===== config.mk =====
export PLATFORM = sky130hd
export DESIGN_NAME = mem_ctrl_flat
export DESIGN_NICKNAME = d
export VERILOG_FILES = /design/src/rtl/mem_ctrl_if.sv /design/src/rtl/mem_ctrl.sv /design/src/flat_wrapper.sv
export SDC_FILE = /design/constraint.sdc
export NUM_CORES = 1
export LEC_CHECK = 0
export ABC_AREA = 1
export BUFFER_PORTS_ARGS = -buffer_cell sky130_fd_sc_hd__buf_2
export CAP_MARGIN = 10
export CORE_AREA = 5 5 149 151
export CTS_CLUSTER_DIAMETER = 200
export DETAILED_ROUTE_END_ITERATION = 8
export DIE_AREA = 0 0 154 156
export PLACE_DENSITY = 0.76
export SYNTH_ARGS = -nofsm -noshare
export SYNTH_HDL_FRONTEND = slang
export SYNTH_SLANG_ARGS = --single-unit

===== constraint.sdc =====
create_clock -name clk -period 2.3 [get_ports clk]
set_input_delay 0.115 -clock clk [delete_from_list [all_inputs] [get_ports clk]]
set_output_delay 0.115 -clock clk [all_outputs]
set_load 0.05 [all_outputs]

===== src/rtl/mem_ctrl_if.sv =====
// rtl/mem_ctrl_if.sv - core-side request ports and byte-wide RAM port of mem_ctrl
interface mem_ctrl_if #(
    parameter int ADDR_W = 32
);
    logic              if_req;
    logic [ADDR_W-1:0] if_addr;
    logic              if_flush;
    logic              if_done;
    logic [31:0]       if_inst;

    logic              mem_req;
    logic              mem_we;
    logic [1:0]        mem_size;
    logic [ADDR_W-1:0] mem_addr;
    logic [31:0]       mem_wdata;
    logic              mem_done;
    logic [31:0]       mem_rdata;

    logic [ADDR_W-1:0] ram_addr;
    logic              ram_we;
    logic [7:0]        ram_dout;
    logic [7:0]        ram_din;

    modport slave (
        input  if_req, if_addr, if_flush,
        input  mem_req, mem_we, mem_size, mem_addr, mem_wdata,
        input  ram_din,
        output if_done, if_inst, mem_done, mem_rdata,
        output ram_addr, ram_we, ram_dout
    );

    modport master (
        output if_req, if_addr, if_flush,
        output mem_req, mem_we, mem_size, mem_addr, mem_wdata,
        output ram_din,
        input  if_done, if_inst, mem_done, mem_rdata,
        input  ram_addr, ram_we, ram_dout
    );
endinterface


===== src/rtl/mem_ctrl.sv =====
// rtl/mem_ctrl.sv - byte-serial RAM arbiter between instruction fetch and load/store
module mem_ctrl #(
    parameter int ADDR_W = 32
) (
    input logic        clk,
    input logic        rst,
    mem_ctrl_if.slave  bus
);
    typedef enum logic [1:0] {IDLE, READ, WRITE, DONE} state_t;

    state_t            state_q, state_d;
    logic [2:0]        step_q, step_d;
    logic [2:0]        nbytes_q, nbytes_d;
    logic [ADDR_W-1:0] base_q, base_d;
    logic              owner_mem_q, owner_mem_d;
    logic [31:0]       wdata_q, wdata_d;
    logic [31:0]       acc_q, acc_d;
    logic [ADDR_W-1:0] ram_addr_q, ram_addr_d;
    logic              ram_we_q, ram_we_d;
    logic [7:0]        ram_dout_q, ram_dout_d;
    logic              if_done_q, if_done_d;
    logic              mem_done_q, mem_done_d;
    logic [31:0]       if_inst_q, if_inst_d;
    logic [31:0]       mem_rdata_q, mem_rdata_d;

    logic [1:0]        cap_sel;
    logic [31:0]       acc_merged;
    logic [7:0]        wbyte;

    function automatic logic [2:0] size_bytes(input logic [1:0] s);
        case (s)
            2'd0:    return 3'd1;
            2'd1:    return 3'd2;
            default: return 3'd4;
        endcase
    endfunction

    // step_q counts edges since accept; the byte landing on ram_din now was issued two edges ago
    assign cap_sel    = step_q[1:0] - 2'd2;
    assign acc_merged = acc_q | (32'(bus.ram_din) << {cap_sel, 3'b000});

    always_comb begin
        case (step_q[1:0])
            2'd0:    wbyte = wdata_q[7:0];
            2'd1:    wbyte = wdata_q[15:8];
            2'd2:    wbyte = wdata_q[23:16];
            default: wbyte = wdata_q[31:24];
        endcase
    end

    always_comb begin
        state_d     = state_q;
        step_d      = step_q;
        nbytes_d    = nbytes_q;
        base_d      = base_q;
        owner_mem_d = owner_mem_q;
        wdata_d     = wdata_q;
        acc_d       = acc_q;
        ram_addr_d  = ram_addr_q;
        ram_we_d    = 1'b0;
        ram_dout_d  = ram_dout_q;
        if_done_d   = 1'b0;
        mem_done_d  = 1'b0;
        if_inst_d   = if_inst_q;
        mem_rdata_d = mem_rdata_q;

        case (state_q)
            IDLE: begin
                // byte 0 goes out on the accepting edge itself
                if (bus.mem_req) begin
                    owner_mem_d = 1'b1;
                    nbytes_d    = size_bytes(bus.mem_size);
                    base_d      = bus.mem_addr;
                    wdata_d     = bus.mem_wdata;
                    acc_d       = '0;
                    step_d      = 3'd1;
                    ram_addr_d  = bus.mem_addr;
                    ram_we_d    = bus.mem_we;
                    ram_dout_d  = bus.mem_wdata[7:0];
                    state_d     = bus.mem_we ? WRITE : READ;
                end else if (bus.if_req && !bus.if_flush) begin
                    owner_mem_d = 1'b0;
                    nbytes_d    = 3'd4;
                    base_d      = bus.if_addr;
                    acc_d       = '0;
                    step_d      = 3'd1;
                    ram_addr_d  = bus.if_addr;
                    state_d     = READ;
                end
            end

            READ: begin
                if (!owner_mem_q && bus.if_flush) begin
                    state_d = IDLE;
                end else begin
                    if (step_q < nbytes_q) begin
                        ram_addr_d = base_q + ADDR_W'(step_q);
                    end
                    if (step_q >= 3'd2) begin
                        acc_d = acc_merged;
                    end
                    if (step_q == nbytes_q + 3'd1) begin
                        state_d = DONE;
                        if (owner_mem_q) begin
                            mem_done_d  = 1'b1;
                            mem_rdata_d = acc_merged;
                        end else begin
                            if_done_d = 1'b1;
                            if_inst_d = acc_merged;
                        end
                    end
                    step_d = step_q + 3'd1;
                end
            end

            WRITE: begin
                if (step_q == nbytes_q) begin
                    mem_done_d = 1'b1;
                    state_d    = DONE;
                end else begin
                    ram_addr_d = base_q + ADDR_W'(step_q);
                    ram_we_d   = 1'b1;
                    ram_dout_d = wbyte;
                    step_d     = step_q + 3'd1;
                end
            end

            default: begin
                state_d = IDLE;
            end
        endcase
    end

    always_ff @(posedge clk) begin
        if (rst) begin
            state_q     <= IDLE;
            step_q      <= '0;
            nbytes_q    <= '0;
            base_q      <= '0;
            owner_mem_q <= 1'b0;
            wdata_q     <= '0;
            acc_q       <= '0;
            ram_addr_q  <= '0;
            ram_we_q    <= 1'b0;
            ram_dout_q  <= '0;
            if_done_q   <= 1'b0;
            mem_done_q  <= 1'b0;
            if_inst_q   <= '0;
            mem_rdata_q <= '0;
        end else begin
            state_q     <= state_d;
            step_q      <= step_d;
            nbytes_q    <= nbytes_d;
            base_q      <= base_d;
            owner_mem_q <= owner_mem_d;
            wdata_q     <= wdata_d;
            acc_q       <= acc_d;
            ram_addr_q  <= ram_addr_d;
            ram_we_q    <= ram_we_d;
            ram_dout_q  <= ram_dout_d;
            if_done_q   <= if_done_d;
            mem_done_q  <= mem_done_d;
            if_inst_q   <= if_inst_d;
            mem_rdata_q <= mem_rdata_d;
        end
    end

    assign bus.ram_addr  = ram_addr_q;
    assign bus.ram_we    = ram_we_q;
    assign bus.ram_dout  = ram_dout_q;
    assign bus.if_done   = if_done_q;
    assign bus.if_inst   = if_inst_q;
    assign bus.mem_done  = mem_done_q;
    assign bus.mem_rdata = mem_rdata_q;
endmodule

===== src/flat_wrapper.sv =====
// flat-port wrapper written by rule: the top's interface ports become plain ports
module mem_ctrl_flat 
#(
    parameter int ADDR_W = 32
)
  (clk, rst, bus_if_req, bus_if_addr, bus_if_flush, bus_mem_req, bus_mem_we, bus_mem_size, bus_mem_addr, bus_mem_wdata, bus_ram_din, bus_if_done, bus_if_inst, bus_mem_done, bus_mem_rdata, bus_ram_addr, bus_ram_we, bus_ram_dout);
  mem_ctrl_if #(.ADDR_W(ADDR_W)) bus_i ();
  input logic clk;
  input logic rst;
  input wire logic [$bits(bus_i.if_req)-1:0] bus_if_req;
  input wire logic [$bits(bus_i.if_addr)-1:0] bus_if_addr;
  input wire logic [$bits(bus_i.if_flush)-1:0] bus_if_flush;
  input wire logic [$bits(bus_i.mem_req)-1:0] bus_mem_req;
  input wire logic [$bits(bus_i.mem_we)-1:0] bus_mem_we;
  input wire logic [$bits(bus_i.mem_size)-1:0] bus_mem_size;
  input wire logic [$bits(bus_i.mem_addr)-1:0] bus_mem_addr;
  input wire logic [$bits(bus_i.mem_wdata)-1:0] bus_mem_wdata;
  input wire logic [$bits(bus_i.ram_din)-1:0] bus_ram_din;
  output wire logic [$bits(bus_i.if_done)-1:0] bus_if_done;
  output wire logic [$bits(bus_i.if_inst)-1:0] bus_if_inst;
  output wire logic [$bits(bus_i.mem_done)-1:0] bus_mem_done;
  output wire logic [$bits(bus_i.mem_rdata)-1:0] bus_mem_rdata;
  output wire logic [$bits(bus_i.ram_addr)-1:0] bus_ram_addr;
  output wire logic [$bits(bus_i.ram_we)-1:0] bus_ram_we;
  output wire logic [$bits(bus_i.ram_dout)-1:0] bus_ram_dout;
  assign bus_i.if_req = bus_if_req;
  assign bus_i.if_addr = bus_if_addr;
  assign bus_i.if_flush = bus_if_flush;
  assign bus_i.mem_req = bus_mem_req;
  assign bus_i.mem_we = bus_mem_we;
  assign bus_i.mem_size = bus_mem_size;
  assign bus_i.mem_addr = bus_mem_addr;
  assign bus_i.mem_wdata = bus_mem_wdata;
  assign bus_i.ram_din = bus_ram_din;
  assign bus_if_done = bus_i.if_done;
  assign bus_if_inst = bus_i.if_inst;
  assign bus_mem_done = bus_i.mem_done;
  assign bus_mem_rdata = bus_i.mem_rdata;
  assign bus_ram_addr = bus_i.ram_addr;
  assign bus_ram_we = bus_i.ram_we;
  assign bus_ram_dout = bus_i.ram_dout;
  mem_ctrl #(.ADDR_W(ADDR_W)) u_core (.clk(clk), .rst(rst), .bus(bus_i));
endmodule

==> results.cfg <==
[outcome]
outcome = finished, final reports clean

[timing]
hold_violations = 0
finalCritPeriodShare_pct = 91.1
tightest_slew_ns = 0.603
hold_slack_ns = 0.0137
clock-skew-final_ns = 0.0180
slew_headroom_pct = 59.8
rsz0062_at_grt = false
drv_slew = 0
setup_violations = 0
period_minus_slack_ns = 2.09
clock.fmax_ghz = 0.477
tns_ns = 0

[clock_tree]
cts_tree = built
clk_latency_ns = 0.51
clockBufferDepth = 3
clk_pin_slew_ns = 0.06
numCtsBuffers = 23
cts-root-buf = clkbuf_16
clkSinkCount = 212
htreeDepth = 1

[pwr]
leakage_nw = 5.43
p_int_mw = 9.04
p_clk_share_pct = 23.0
ir_drop_v = 0.000688
netSwitchingFraction_pct = 44.1
power.density_mw_per_mm2 = 1280
p_comb_share_pct = 44.8
power.switching_mw = 7.13
p_seq_share_pct = 32.2

[worst_hold_path]
holdCritPathClass = input port to flop
hp-start = bus_if_addr[12]
hold_path_depth = 5
whs_endpoint = u_core.base_q[12]

[drt]
m1WireLength_um = 13700
drt-initial-drc-count = 912
drt-total-wl_um = 31500
ant_nets = 0
wl_per_cell_um = 16.2
met3WireLength_um = 2600
viasPerCell = 5.41
drt_pre_antenna_iters = 5
num_vias = 10500
route.detailed.drc = 0
top_layer_used = met4
wl_met2_um = 14500

[logic_synthesis]
synth_most_common_cell = nand2_1
synth_top_cell_by_area = dfxtp_1
synth-simple-area-share_pct = 26.5
avgSynthCellArea_um2 = 7.07
synthDistinctLibCells = 39
synth-seq-cells = 212
synthFlopType = dfxtp_1
syn-num-nets = 1561
yosysSeqAreaShare_pct = 41.9
synth_mux_area_share_pct = 1.38
synth_top_family_by_area = simple AND/OR/NAND/NOR gates
yosysTopAreaCellShare_pct = 41.9
syn_area_mm2 = 0.0101
ys_async_sr_fraction_pct = 0
yosysWarnings = 0
synthAdderAreaFrac_pct = 2.05
synth_commonest_cells = nand2_1, dfxtp_1, nor2_1
synthCells = 1433
synth-edff-count = 0
synthXorXnorAreaFrac_pct = 0.778
synthTopCellsByArea = dfxtp_1, nand2_1, a21oi_1, nor2_1, nand3_1
synth_compound_area_share_pct = 20.1

[floorplanning]
rows = 53
initial_utilization_pct = 49.0
core_area_mm2 = 0.0207
dieArea_mm2 = 0.0240
die_x_um = 154
die_y_um = 156
pin_count = 219

[worst_setup_path]
worst_setup_path_end_kind = flop
startpoint_type = flop
crit_top_cell = nand3_1
r2r_slack_ns = 0.21
worstSetupPathType = flop to flop
cp_cell_sequence = buf_4 > ha_1 > or2_2 > nand3_1 > nor2_1 > nand4_1 > nand3_1 > a21oi_1
reg2reg_to = u_core.bus.ram_addr[17]
rr_worst_depth = 8
critPathArrivalTime_ns = 2.48
required_ns = 2.69
critPathSlowestCell = nor2_1
slowest_delay_ns = 0.42
r2r-start = u_core.step_q[2]
cp_max_fo = 5

[placement]
place_congestion = 0.928
place_hpwl_um = 21400
port_buffers = 218

[global_route]
grt_antenna_before_repair = 0
grt_pass1_wl_um = 50200
grt_max_degree = 132
overflow = 0
first_global_vias = 9885
grt_usage_pct = 24.9

[layout]
n_antenna_cell = 0
final_nets = 1784
syn2layout_area_growth_pct = 24.8
drive_gt1_share_pct = 21.2
n_fill_cell = 1919

[run]
max_cap_viol_count = 0
registers in the layout, summed over array words and instances, names as in the netlist:
| register | cells |
|---|---|
| u_core.acc_q | 32 |
| u_core.base_q | 32 |
| u_core.bus.if_done | 1 |
| u_core.bus.if_inst | 32 |
| u_core.bus.mem_done | 1 |
| u_core.bus.mem_rdata | 32 |
| u_core.bus.ram_addr | 32 |
| u_core.bus.ram_dout | 8 |
| u_core.bus.ram_we | 1 |
| u_core.nbytes_q | 3 |
| u_core.owner_mem_q | 1 |
| u_core.state_q | 2 |
| u_core.step_q | 3 |
| u_core.wdata_q | 32 |
final cells by class:
type	count	area [um^2]	area share (%)
clock inverters	6	90.1	0.712
clock buffers	32	669	5.29
multi-input cells	1056	5170	40.9
well taps	275	344	2.72
flip-flops and latches	212	4250	33.6
inverters	71	274	2.17
repair buffers	292	1850	14.6
cells by family (layout without fill, tap and decap cells):
group,Yosys count,in the layout
flops,212,212
simple gates,656,656
fa+ha+maj,16,16
xor+xnor,9,9
compound gates,361,361
buf+inv,165,401
mux,14,14
worst max-delay path by stage:
| stage | startpoint | end | slack (ns) | cells after the start |
|---|---|---|---|---|
| finish | u_core.step_q[2] | u_core.bus.ram_addr[17] | 0.21 | 8 |
| global route | u_core.step_q[0] | u_core.bus.ram_addr[8] | 0.002 | 13 |
| CTS | u_core.step_q[0] | u_core.bus.ram_addr[16] | 0.08 | 11 |
| detailed placement | u_core.step_q[0] | u_core.bus.ram_addr[10] | 0.14 | 11 |
| global placement | u_core.step_q[0] | u_core.bus.ram_addr[10] | 0.18 | 11 |
| floorplan | u_core.step_q[0] | u_core.bus.ram_addr[3] | 0.1 | 13 |
critical path: cells and delay by family, from the launching register on:
family	cells	cell delay, ns
adders and majority gates	1	0.31
buffers and inverters	1	0.16
AOI/OAI and AO/OA	1	0.08
and+or+nand+nor	5	1.10
DFF	1	0.31
timing repair:
item                                    CTS  global route
resized for setup                         0            11
hold buffers                             42             0
setup buffers                             0             2
endpoints found under the setup margin    0            30
endpoints found under the hold margin    48             0
per-layer routing:
layer | global-route usage (%) | up-vias
li1 | - | 5204
met1 | 34.6 | 4804
met2 | 40.7 | 442
met3 | 4.30 | 67
met4 | 5.85 | 0
met5 | 0 | -
power by group through the flow:
stage	registers (mW)	logic [mW]	clock network, mW
3_3_place_gp	5.22	6.87	0
6_report	5.21	7.24	3.72
5_1_grt	5.29	8.00	3.92
4_1_cts	5.17	7.10	3.76
3_5_place_dp	5.24	6.99	0
2_1_floorplan	6.10	4.51	0
through the flow:
| stage | utilization (%) | total power, mW | setup WS [ns] | instances | area [um^2] |
|---|---|---|---|---|---|
| 4_1_cts | 60.8 | 16.0 | 0.0840 | 1941 | 12600 |
| 3_3_place_gp | 55.1 | 12.1 | 0.183 | 1861 | 11400 |
| 5_1_grt | 61.1 | 17.2 | 0.00201 | 1944 | 12600 |
| 3_5_place_dp | 55.1 | 12.2 | 0.141 | 1861 | 11400 |
| 6_report | 61.1 | 16.2 | 0.205 | 1944 | 12600 |
| 2_1_floorplan | - | 10.6 | 0.0959 | 1433 | 10100 |
placed cells by master (no fill, tap or decap), drive strengths merged, types with 2 or more instances in the layout:
cell,instances
nand2,335
bufinv,2
dfxtp,212
mux2i,14
a21oi,148
buf,249
clkinv,4
inv,70
a31oi,25
o21ai,148
nand3,105
a211oi,10
a31o,8
nor3,4
a311oi,3
nand4,2
xor2,9
dlygate4sd3,42
or2,3
nor2,206
ha,15
o21bai,16
clkbuf,33
No activity file was read; power rests on OpenSTA's default activity.
